===== config.mk =====
export PLATFORM = sky130hd
export DESIGN_NAME = bram_byte_arbiter
export DESIGN_NICKNAME = d
export VERILOG_FILES = /design/src/rtl/bram_byte_arbiter.sv
export SDC_FILE = /design/constraint.sdc
export NUM_CORES = 1
export LEC_CHECK = 0
export BUFFER_PORTS_ARGS = -buffer_cell sky130_fd_sc_hd__buf_4
export CORE_MARGIN = 2
export CORE_UTILIZATION = 40
export CTS_BUF_LIST = sky130_fd_sc_hd__clkbuf_4
export CTS_CLUSTER_SIZE = 20
export DETAILED_ROUTE_END_ITERATION = 16
export MAX_ROUTING_LAYER = met4
export PLACE_DENSITY = 0.81
export SKIP_LAST_GASP = 1
export SLEW_MARGIN = 20
export SYNTH_ARGS = -nofsm -noshare
export SYNTH_HDL_FRONTEND = slang
export SYNTH_SLANG_ARGS = --single-unit
export TNS_END_PERCENT = 10

===== constraint.sdc =====
create_clock -name clk -period 1.5 [get_ports clk]
set_input_delay 0.075 -clock clk [delete_from_list [all_inputs] [get_ports clk]]
set_output_delay 0.075 -clock clk [all_outputs]
set_load 0.1 [all_outputs]

===== src/rtl/bram_byte_arbiter.sv =====
// Two-client byte-wide arbiter for a 256x32 BlockRAM tile used as a 1024x8 memory.
// Zero-fills the tile after reset (optional), then grants one read or write per cycle round-robin.
module bram_byte_arbiter #(
    parameter int READ_ADDRESS_MSB_FROM_DATALSB  = 24,
    parameter int WRITE_ADDRESS_MSB_FROM_DATALSB = 16,
    parameter int WRITE_ENABLE_FROM_DATA         = 20,
    parameter int REG_OUT                        = 0,
    parameter int CLEAR_ON_RESET                 = 1
) (
    input  logic        clk,
    input  logic        rst,

    input  logic        a_req,
    input  logic        a_we,
    input  logic [9:0]  a_addr,
    input  logic [7:0]  a_wdata,
    output logic        a_gnt,
    output logic        a_rvalid,
    output logic [7:0]  a_rdata,

    input  logic        b_req,
    input  logic        b_we,
    input  logic [9:0]  b_addr,
    input  logic [7:0]  b_wdata,
    output logic        b_gnt,
    output logic        b_rvalid,
    output logic [7:0]  b_rdata,

    output logic        busy,
    output logic [5:0]  bram_cfg,
    output logic [7:0]  bram_rd_addr,
    output logic [7:0]  bram_wr_addr,
    output logic [31:0] bram_wr_data,
    input  logic [31:0] bram_rd_data
);

    localparam int   DEPTH       = 1 + REG_OUT;
    localparam logic LP_REG_OUT  = (REG_OUT != 0);
    localparam logic LP_CLEAR    = (CLEAR_ON_RESET != 0);

    typedef enum logic {S_CLEAR, S_RUN} state_t;

    state_t           r_state;
    logic [7:0]       r_clr_cnt;
    logic             r_last_b;
    logic [DEPTH-1:0] r_pv;
    logic [DEPTH-1:0] r_pid;
    logic [7:0]       r_a_rdata;
    logic [7:0]       r_b_rdata;

    logic             w_run;
    logic             w_a_gnt;
    logic             w_b_gnt;
    logic             w_any;
    logic             w_we;
    logic [9:0]       w_addr;
    logic [7:0]       w_wdata;
    logic             w_rd_issue;
    logic             w_a_rvalid;
    logic             w_b_rvalid;
    logic [5:0]       w_cfg;
    logic [7:0]       w_wr_addr;
    logic [7:0]       w_rd_addr;
    logic [31:0]      w_wr_data;
    logic             w_unused_rd;

    assign w_run   = (r_state == S_RUN);

    // Tie goes to the client that did not win the previous grant.
    assign w_a_gnt = w_run && a_req && (!b_req || r_last_b);
    assign w_b_gnt = w_run && b_req && !w_a_gnt;
    assign w_any   = w_a_gnt || w_b_gnt;

    assign w_we       = w_b_gnt ? b_we    : a_we;
    assign w_addr     = w_b_gnt ? b_addr  : a_addr;
    assign w_wdata    = w_b_gnt ? b_wdata : a_wdata;
    assign w_rd_issue = w_any && !w_we;

    always_comb begin
        w_cfg     = '0;
        w_wr_addr = '0;
        w_rd_addr = '0;
        w_wr_data = '0;
        if (!w_run) begin
            w_cfg     = {LP_REG_OUT, 5'b10100};
            w_wr_addr = r_clr_cnt;
        end else begin
            w_cfg = {LP_REG_OUT, 5'b00101};
            if (w_any) begin
                w_wr_addr = w_addr[7:0];
                w_rd_addr = w_addr[7:0];
                w_wr_data[7:0] = w_wdata;
                w_wr_data[WRITE_ADDRESS_MSB_FROM_DATALSB +: 2] = w_addr[9:8];
                w_wr_data[READ_ADDRESS_MSB_FROM_DATALSB +: 2]  = w_addr[9:8];
                w_wr_data[WRITE_ENABLE_FROM_DATA]              = w_we;
            end
        end
    end

    always_ff @(posedge clk) begin
        if (rst) begin
            r_state   <= LP_CLEAR ? S_CLEAR : S_RUN;
            r_clr_cnt <= '0;
            r_last_b  <= 1'b1;
            r_pv      <= '0;
            r_pid     <= '0;
            r_a_rdata <= '0;
            r_b_rdata <= '0;
        end else begin
            case (r_state)
                S_CLEAR: begin
                    r_clr_cnt <= r_clr_cnt + 8'd1;
                    if (r_clr_cnt == 8'hFF) begin
                        r_state <= S_RUN;
                    end
                end
                S_RUN: begin
                    if (w_any) begin
                        r_last_b <= w_b_gnt;
                    end
                end
                default: r_state <= S_CLEAR;
            endcase

            r_pv[0]  <= w_rd_issue;
            r_pid[0] <= w_b_gnt;
            for (int unsigned i = 1; i < DEPTH; i++) begin
                r_pv[i]  <= r_pv[i-1];
                r_pid[i] <= r_pid[i-1];
            end

            if (w_a_rvalid) begin
                r_a_rdata <= bram_rd_data[7:0];
            end
            if (w_b_rvalid) begin
                r_b_rdata <= bram_rd_data[7:0];
            end
        end
    end

    // The last pipeline stage lines up with the tile's output, so data is passed
    // straight through in the rvalid cycle and the captured copy is held afterwards.
    assign w_a_rvalid = r_pv[DEPTH-1] && !r_pid[DEPTH-1];
    assign w_b_rvalid = r_pv[DEPTH-1] &&  r_pid[DEPTH-1];

    assign w_unused_rd = ^bram_rd_data[31:8];

    assign a_gnt        = w_a_gnt;
    assign b_gnt        = w_b_gnt;
    assign a_rvalid     = w_a_rvalid;
    assign b_rvalid     = w_b_rvalid;
    assign a_rdata      = w_a_rvalid ? bram_rd_data[7:0] : r_a_rdata;
    assign b_rdata      = w_b_rvalid ? bram_rd_data[7:0] : r_b_rdata;
    assign busy         = !w_run;
    assign bram_cfg     = w_cfg;
    assign bram_wr_addr = w_wr_addr;
    assign bram_rd_addr = w_rd_addr;
    assign bram_wr_data = w_wr_data;

endmodule

==> flow_summary.toml, run 1 <==
[timing]
clock_skew_ps = 6.79
max_freq_mhz = 598
min_period_ps = 1670
rsz0062_at_grt = "yes"
finalSetupViolCount = 47
final_hold_viol_count = 0
fin_crit_sh = 1.12
drv_slew = 0
fin_ws_ps = -173

[floorplan]
dieArea_mm2 = 0.00501
core_area_mm2 = 0.00432
dieWidth_um = 70.8
die_h_um = 70.8
boundaryPins = 149
initial_utilization = 0.413
row_count = 24

[synth]
synth_top_family_by_area = "simple AND/OR/NAND/NOR gates"
synthTopCellsByArea = "dfxtp_1 31%, buf_4 12%, nand3_1 7.6%"
synth_warnings = 0
synth-compound-area-share = 0.104
synthesis.area_mm2 = 0.00179
synthMuxAreaShare = 0.115
synth_top_flop_cell = "dfxtp_1"
yosysTopAreaCellShare = 0.314
synth_edf_count = 0
ys_ff_latch = 28
synth_cells = 224
synth-xor-area-share = 0.0196
synth.avg_cell_area_um2 = 7.97
synthAdderAreaFrac = 0.00701
synthSimpleGateAreaFrac = 0.277
synth.distinct_cells = 31
ys_seq_area_frac = 0.314
synth-async-reset-ratio = 0
synth_top_area_cell = "dfxtp_1"

[routing]
drt_first_pass_iters = 4
via_count = 1893
drtIter0Drc = 79
drc = 0
avgRoutedWirePerCell_um = 14.5
via_per_inst = 5.06
final_antenna_net_count = 0
routed_wl_um = 5410

[status]
violations = "negative setup slack"
run_status = "finished, violations left"

[job]
maxCapViolations = 0

[global_routing]
use_met3 = 0.0342
grt_use_met2 = 0.370
grt_max_degree = 29
grt_pass1_vias = 1783
antenna_found_initial = 0
grt.met1_usage = 0.269
grt_busiest_layer = "met2"
grt-ovfl-total = 0
grt.total_usage = 0.218
grt_first_pass_wirelength_um = 8600

[clocking]
clk_pin_slew_ps = 140
clock_path_buffers = 2
cts_sinks = 28
htree_levels = 1
clock_latency_ps = 320
clock-root-buffer = "clkbuf_4"
cts_tree = "done"
numCtsBuffers = 3
holdBufCountCts = 0

[place]
gp_congestion = 0.711
placed_area_mm2 = 0.00261
dpl.hpwl_um = 3630
port_buffers = 101

[power_and_ir_drop]
p_sw_frac = 0.389
power.leakage_nw = 1.40
p_per_area_mw_per_mm2 = 546
p_comb_frac = 0.330
power.clock.fraction = 0.197
p_switching_w = 0.000625
p_int_w = 0.000981
finalPower_w = 0.00161
max-vdd-ir-drop_v = 0.000341
seq_power_share = 0.472

[setup_path]
reg2reg_slack_ps = 170
reg2reg_depth = 4
required_ps = 1420
r2r-end = "r_clr_cnt[6]$_SDFFE_PP0N_"
crit_path_end = "bram_wr_data[3]"
cp.arrival_ps = 1600
reg2reg_from = "r_clr_cnt[1]$_SDFFE_PP0N_"
critPathLaunchType = "register"
path_max_fanout = 8
cp-end-kind = "output pin"
crit_type = "reg2out"
critPathLaunch = "r_last_b$_SDFFE_PP1P_"

[layout]
utilization = 0.680
diodes = 0
syn_to_final_growth_pct = 64.7
drive_gt1_frac = 0.519
layout.nets = 398
finalInstanceArea_mm2 = 0.00294

[min_path]
hold_path_class = "in2reg"
[power by group through the flow]
| stage | clock network (W) | logic, W | registers, W |
|---|---|---|---|
| 2_1_floorplan | 0 | 0.000418 | 0.000776 |
| 3_3_place_gp | 0 | 0.000494 | 0.000776 |
| 3_5_place_dp | 0 | 0.000497 | 0.000776 |
| 4_1_cts | 0.000325 | 0.000520 | 0.000759 |
| 5_1_grt | 0.000372 | 0.000551 | 0.000760 |
| 6_report | 0.000316 | 0.000531 | 0.000759 |
[cells in the mapped netlist, types with 2 or more instances]
master and count:
o21ai_0 16, nand2b_1 2, nand4b_1 3, inv_1 3, dfxtp_1 28, conb_1 2, nand4_1 7, mux2_4 4
mux2_2 12, clkbuf_1 5, buf_4 28, a21oi_1 16, or3_1 3, nor2b_1 19, nand2_1 16, buf_2 8
xor2_1 3, nand3_1 27, and3_1 2, nor2_1 9
[critical path, stage by stage (launching register included)]
cell	delay, ps
dfxtp_4	400
a21boi_4	210
buf_6	170
nand3_1	100
a21oi_2	180
buf_8	220
[flip-flops by register name, summed over array words and instances (netlist names)]
signal,flops
r_clr_cnt,8
r_state,1
r_last_b,1
r_a_rdata,8
r_pid,1
r_b_rdata,8
r_pv,1
[per-layer routing]
| metal | vias to the layer above | routed length, um | part of all wire |
|---|---|---|---|
| li1 | 916 | - | - |
| met1 | 871 | 2260 | 0.42 |
| met2 | 98 | 2690 | 0.50 |
| met3 | 8 | 379 | 0.070 |
| met4 | 0 | 77 | 0.014 |
| met5 | - | 0 | 0 |
[layout by cell type (no fill, tap or decap), types with 7 or more instances in the layout]
master and instances:
conb_1 23, nor2_1 8, buf_6 25, a21oi_2 9, mux2_2 12, nor2b_1 18
o21ai_0 13, nand2_1 15, buf_4 78, buf_12 7, nand4_1 7, nand3_1 17
nand3_2 8, dfxtp_1 26
[worst min path at each step]
stage / from / to / slack [ps] / cells past startpoint
detailed placement: bram_rd_data[4] / r_a_rdata[4]$_SDFF_PP0_ / 440 / 3
CTS: b_we / r_pv$_SDFF_PP0_ / 90 / 3
floorplan: b_we / r_pv$_SDFF_PP0_ / 330 / 2
finish: b_we / r_pv$_SDFF_PP0_ / 100 / 3
global placement: bram_rd_data[5] / r_a_rdata[5]$_SDFF_PP0_ / 440 / 3
global route: b_we / r_pv$_SDFF_PP0_ / 80 / 3
[logic make-up (layout without fill, tap and decap cells)]
logic type	Yosys count	in the layout
AOI/OAI and AO/OA	35	36
xor gates and xnor gates	4	4
adders and majority gates	1	1
buffers and inverters	45	121
DFF	28	28
muxes	17	17
other	2	23
and+or+nand+nor	92	92
[repair_timing]
| action | CTS | global route |
|---|---|---|
| cloned | 3 | 0 |
| buffers inserted | 1 | 0 |
| resized for setup | 61 | 11 |
| endpoints found under the setup margin | 47 | 47 |
| pin swaps | 6 | 2 |
[per-stage QoR]
stage / hold WS, ps / setup WS, ps / std cells / setup TNS [ps]
floorplan: 326 / -251 / 245 / -5020
global route: 78.1 / -274 / 374 / -10280
CTS: 85.1 / -176 / 374 / -6730
finish: 98.3 / -173 / 374 / -5610
global placement: 440 / 57.0 / 366 / 0
detailed placement: 444 / 33.2 / 366 / 0
[cell type report]
cell class / instances / area [um^2]
clock buffer: 3 / 22.5
clock inverter: 1 / 3.75
timing repair buffer: 114 / 1070
tap: 52 / 65.1
multi-input combinational: 173 / 1200
fill: 340 / 1380
inverter: 3 / 11.3
sequential: 28 / 566
(Power assumes the default switching activity.)
==> inputs of run 2 (changes only) <==
--- a/config.mk
+++ b/config.mk
@@ -7,12 +7,13 @@
 export LEC_CHECK = 0
 export BUFFER_PORTS_ARGS = -buffer_cell sky130_fd_sc_hd__buf_4
 export CORE_MARGIN = 2
-export CORE_UTILIZATION = 40
+export CORE_UTILIZATION = 43
 export CTS_BUF_LIST = sky130_fd_sc_hd__clkbuf_4
 export CTS_CLUSTER_SIZE = 20
 export DETAILED_ROUTE_END_ITERATION = 16
+export GPL_TIMING_DRIVEN = 0
 export MAX_ROUTING_LAYER = met4
-export PLACE_DENSITY = 0.81
+export PLACE_DENSITY = 0.86
 export SKIP_LAST_GASP = 1
 export SLEW_MARGIN = 20
 export SYNTH_ARGS = -nofsm -noshare
==> constraint.sdc (replaced) <==
create_clock -name clk -period 2.01 [get_ports clk]
set_input_delay 0.1005 -clock clk [delete_from_list [all_inputs] [get_ports clk]]
set_output_delay 0.1005 -clock clk [all_outputs]
set_load 0.1 [all_outputs]
==> run 2 against run 1 <==
Net effect: the flow now finishes without violations; clock skew fell by 4.6 ps; final area fell by 7.0%; largest cell class is now buffers; die area fell by 6.6%; non-clock buffer count rose by 28; count of clock-buffer cells in the layout did not move; global-route usage rose by 0.77 points; power fell by 25%.
==> flow_summary.toml, run 2 (synthesis gave the netlist of run 1 again) <==
[min_path]
hold_path_class = "in2reg"
min_path_cells = 2
min_from = "rst"
min_to = "r_a_rdata[0]$_SDFF_PP0_"

[routing]
via_per_inst = 4.86
drtIter0Drc = 65
via_count = 1938
routed_wl_um = 5100
final_antenna_net_count = 0
drt_first_pass_iters = 4
drc = 0
avgRoutedWirePerCell_um = 12.8

[clocking]
cts_tree = "done"
postCtsSetupRepairBufs = 0
htree_levels = 1
clock-root-buffer = "clkbuf_4"
cts_sinks = 28
numCtsBuffers = 3
clk_pin_slew_ps = 150
clock_latency_ps = 320
clock_path_buffers = 2

[setup_path]
cp_slowest_cell = "dfxtp_1"
critPathLaunchType = "register"
crit_chain = "clkbuf_4, buf_2, nand3_1, a21oi_2, buf_4, buf_6"
reg2reg_slack_ps = 620
required_ps = 1910
path_max_fanout = 10
r2r-end = "r_clr_cnt[6]$_SDFFE_PP0N_"
cp.arrival_ps = 1780
reg2reg_depth = 4
crit_type = "reg2out"
critPathTopFamily = "buffers and inverters"
reg2reg_from = "r_clr_cnt[0]$_SDFFE_PP0N_"
crit_path_max_incr_delay_ps = 400
crit_buf_inv = 4
cp-end-kind = "output pin"

[timing]
max_freq_mhz = 532
rsz0062_at_grt = "no"
final_hold_viol_count = 0
clock_skew_ps = 2.20
fin_crit_sh = 0.935
min_period_ps = 1880
drv_slew = 0
tightest_slew_ps = 534
fin_ws_ps = 131
slew_headroom = 0.644
finalSetupViolCount = 0

[place]
post-place-ws_ps = 327
place_inst = 395
port_buffers = 100
gp_congestion = 0.766
placed_area_mm2 = 0.00269
dpl.hpwl_um = 4010

[global_routing]
grt-ovfl-total = 0
grt_pass1_vias = 1838
antenna_found_initial = 0
grt_max_degree = 16
grt_first_pass_wirelength_um = 7990
grt.total_usage = 0.226

[floorplan]
dieWidth_um = 68.4
initial_utilization = 0.446
core_area_mm2 = 0.00400
row_count = 23
boundaryPins = 149
dieArea_mm2 = 0.00468
die_h_um = 68.4

[power_and_ir_drop]
p_per_area_mw_per_mm2 = 441
power.leakage_nw = 1.43
finalPower_w = 0.00121
max-vdd-ir-drop_v = 0.000264

[layout]
layout.nets = 425
utilization = 0.684
diodes = 0
instances_no_fill = 399
finalInstanceArea_mm2 = 0.00274
final_cell_mix = "126 x buf_4, 28 x dfxtp_1, 27 x nand3_1"
syn_to_final_growth_pct = 53.2
top_regs = "r_a_rdata (8), r_b_rdata (8), r_clr_cnt (8)"
layout_commonest_cell = "buf_4"
drive_gt1_frac = 0.470

[job]
maxCapViolations = 0

[status]
run_status = "completed"
[run 2: cell count changes in the layout (fill, tap and decap cells not counted), moves of 8 or more]
cell | previous run | this run
a21oi_1 | 4 | 14
buf_4 | 78 | 126
buf_6 | 25 | 2
nand3_1 | 17 | 27
nand3_2 | 8 | 0
[run 2: how the worst max path moves through the flow]
stage	start	to	slack, ps	depth (start not counted)
2_1_floorplan	r_state$_SDFF_PP0_	bram_wr_data[0]	-400	4
3_3_place_gp	r_state$_SDFF_PP0_	bram_wr_data[25]	350	6
3_5_place_dp	r_state$_SDFF_PP0_	bram_wr_addr[2]	330	5
4_1_cts	r_last_b$_SDFFE_PP1P_	bram_wr_data[24]	-40	6
5_1_grt	r_last_b$_SDFFE_PP1P_	bram_wr_data[24]	5	6
6_report	r_state$_SDFF_PP0_	bram_wr_data[25]	130	6
[run 2: per-stage QoR]
stage | setup TNS, ps | hold slack (ps)
after CTS | -80.7 | 75.7
final | 0 | 75.2
after detailed placement | 0 | 430
after global routing | 0 | 75.2
after global placement | 0 | 423
after floorplan | -7030 | 329
[run 2: report_power, final]
part | switching, W | internal (W) | leakage, nW
Sequential | 0.00000903 | 0.000560 | 0.226
Combinational | 0.000285 | 0.000116 | 1.19
Clock | 0.000163 | 0.0000728 | 0.0154
[run 2: area by class of cell]
| class | count | area [um^2] |
|---|---|---|
| Fill cell | 358 | 1260 |
| Multi-Input combinational cell | 172 | 1040 |
| Timing Repair Buffer | 100 | 758 |
| Sequential cell | 28 | 561 |
| Buffer | 42 | 280 |
| Tap cell | 50 | 62.6 |
| Clock buffer | 3 | 22.5 |
| Inverter | 3 | 11.3 |
| Clock inverter | 1 | 3.75 |
[run 2: routing by layer]
| metal | global-route usage | wire, um |
|---|---|---|
| met1 | 0.254 | 2030 |
| met2 | 0.418 | 2610 |
| met3 | 0.0378 | 431 |
| met4 | 0.0400 | 32 |
| met5 | - | 0 |
[run 2: timing repair]
action,in CTS,in global routing
hold buffers,0,0
gates resized for setup,1,9
setup endpoints to repair,14,24
[run 2: worst reg2reg max path, cell delays in order, from the launching register on]
cell and delay (ps):
dfxtp_1 480, ha_1 270, nand2b_1 80, or3_1 340, a21oi_1 160
==> inputs of run 3 (changes only) <==
--- a/config.mk
+++ b/config.mk
@@ -14,6 +14,7 @@
 export GPL_TIMING_DRIVEN = 0
 export MAX_ROUTING_LAYER = met4
 export PLACE_DENSITY = 0.86
+export RECOVER_POWER = 100
 export SKIP_LAST_GASP = 1
 export SLEW_MARGIN = 20
 export SYNTH_ARGS = -nofsm -noshare
==> run 3 against run 2 <==
Net effect: sequential power is essentially flat; non-clock buffer count unchanged; final area down 2.2%; sequential share of layout area up 0.47 points; via count is 1.1% lower; maximum frequency down 0.54%; largest cell class is now multi-input combinational cells; largest power group unchanged.
==> flow_summary.toml, run 3 (synthesis gave the netlist of run 1 again) <==
[layout]
diodes = 0
layout.nets = 425
syn_to_final_growth_pct = 49.8
fillers = 371
drive_gt1_frac = 0.438
final_cell_mix = "82 x buf_4, 30 x clkbuf_4, 28 x dfxtp_1"
top_regs = "r_a_rdata (8), r_b_rdata (8), r_clr_cnt (8)"
utilization = 0.668
layout_commonest_cell = "buf_4"

[setup_path]
cp.arrival_ps = 1790
reg2reg_slack_ps = 630
path_max_fanout = 10
crit_type = "reg2out"
r2r-end = "r_clr_cnt[6]$_SDFFE_PP0N_"
cp-end-kind = "output pin"
reg2reg_depth = 4
critPathLaunchType = "register"
required_ps = 1910
reg2reg_from = "r_clr_cnt[0]$_SDFFE_PP0N_"

[job]
maxCapViolations = 0

[timing]
fin_crit_sh = 0.940
finalSetupViolCount = 0
drv_slew = 0
min_period_ps = 1890
rsz0062_at_grt = "no"
fin_ws_ps = 121
tightest_slew_ps = 541
slew_headroom = 0.641
fin_hold_ws_ps = 73.2
final_hold_viol_count = 0
setup_tns_ps = 0
max_freq_mhz = 529
clock_skew_ps = 0.800

[routing]
drc = 0
drtIter0Drc = 50
avgRoutedWirePerCell_um = 12.7
drt_first_pass_iters = 6
via_per_inst = 4.80
final_antenna_net_count = 0
via_count = 1917
routed_wl_um = 5060

[clocking]
clock_path_buffers = 2
cts_sinks = 28
numCtsBuffers = 3
clk_pin_slew_ps = 140
clock_latency_ps = 320
postCtsSetupRepairBufs = 0
clock-root-buffer = "clkbuf_4"
cts_tree = "done"
htree_levels = 1
holdBufCountCts = 0

[power_and_ir_drop]
p_per_area_mw_per_mm2 = 450
power.leakage_nw = 1.42
max-vdd-ir-drop_v = 0.000262

[floorplan]
dieArea_mm2 = 0.00468
dieWidth_um = 68.4
die_h_um = 68.4
core_area_mm2 = 0.00400
boundaryPins = 149
initial_utilization = 0.446
row_count = 23

[min_path]
min_path_cells = 2
min_to = "r_a_rdata[0]$_SDFF_PP0_"
hold_path_class = "in2reg"
min_from = "rst"

[place]
post-place-ws_ps = 327
gp_congestion = 0.766
dpl.hpwl_um = 4010
port_buffers = 100

[global_routing]
grt_pass1_vias = 1838
grt-ovfl-total = 0
antenna_found_initial = 0
grt.total_usage = 0.226
grt_max_degree = 16
grt_first_pass_wirelength_um = 7990

[status]
run_status = "completed"
-- run 3: cell types whose count changed in the layout (fill, tap and decap cells not counted), moves of 4 or more --
cell,change
clkbuf_4,+25
mux2_1,+10
clkbuf_2,+4
mux2_2,-7
buf_4,-44
buf_2,+15
-- run 3: critical path, cell delays in order, from the launching register on --
cell,delay [ps]
dfxtp_1,400
clkbuf_4,220
buf_2,240
nand4_1,160
nand3_1,120
clkbuf_4,330
-- run 3: worst max-delay path by stage --
stage	from	to	slack, ps
2_1_floorplan	r_state$_SDFF_PP0_	bram_wr_data[0]	-400
3_3_place_gp	r_state$_SDFF_PP0_	bram_wr_data[25]	350
3_5_place_dp	r_state$_SDFF_PP0_	bram_wr_addr[2]	330
4_1_cts	r_last_b$_SDFFE_PP1P_	bram_wr_data[24]	-40
5_1_grt	r_last_b$_SDFFE_PP1P_	bram_wr_data[24]	5
6_report	r_state$_SDFF_PP0_	bram_wr_addr[4]	120
-- run 3: timing repair --
action                                  CTS  global route
endpoints found under the setup margin   14            24
hold endpoints to repair                  0             0
pin swaps                                 0             0
gates resized for setup                   1             9
-- run 3: final cells by class --
class / instances / area, um^2 / share of cell area
clock inverters: 1 / 3.75 / 0.00140
inverters: 3 / 11.3 / 0.00421
flip-flops and latches: 28 / 561 / 0.210
well taps: 50 / 62.6 / 0.0234
repair buffers: 100 / 711 / 0.266
plain buffers: 42 / 280 / 0.105
multi-input cells: 172 / 1020 / 0.382
clock buffers: 3 / 22.5 / 0.00842
-- run 3: power breakdown --
part / switching (W) / internal (W) / total [W]
Sequential: 0.00000897 / 0.000560 / 0.000569
Combinational: 0.000285 / 0.000115 / 0.000400
Clock: 0.000160 / 0.0000728 / 0.000233
-- run 3: metrics by stage --
step / std cells / instance area, um^2 / power [W]
2_1_floorplan: 245 / 1870 / 0.000881
3_3_place_gp: 395 / 2690 / 0.000975
3_5_place_dp: 395 / 2690 / 0.000978
4_1_cts: 399 / 2720 / 0.00120
5_1_grt: 399 / 2670 / 0.00125
6_report: 399 / 2670 / 0.00120
-- run 3: per-layer routing --
metal | vias up | GRT usage | wire (um)
li1 | 971 | - | -
met1 | 870 | 0.254 | 2040
met2 | 74 | 0.418 | 2600
met3 | 2 | 0.0378 | 405
met4 | 0 | 0.0400 | 19
met5 | - | - | 0
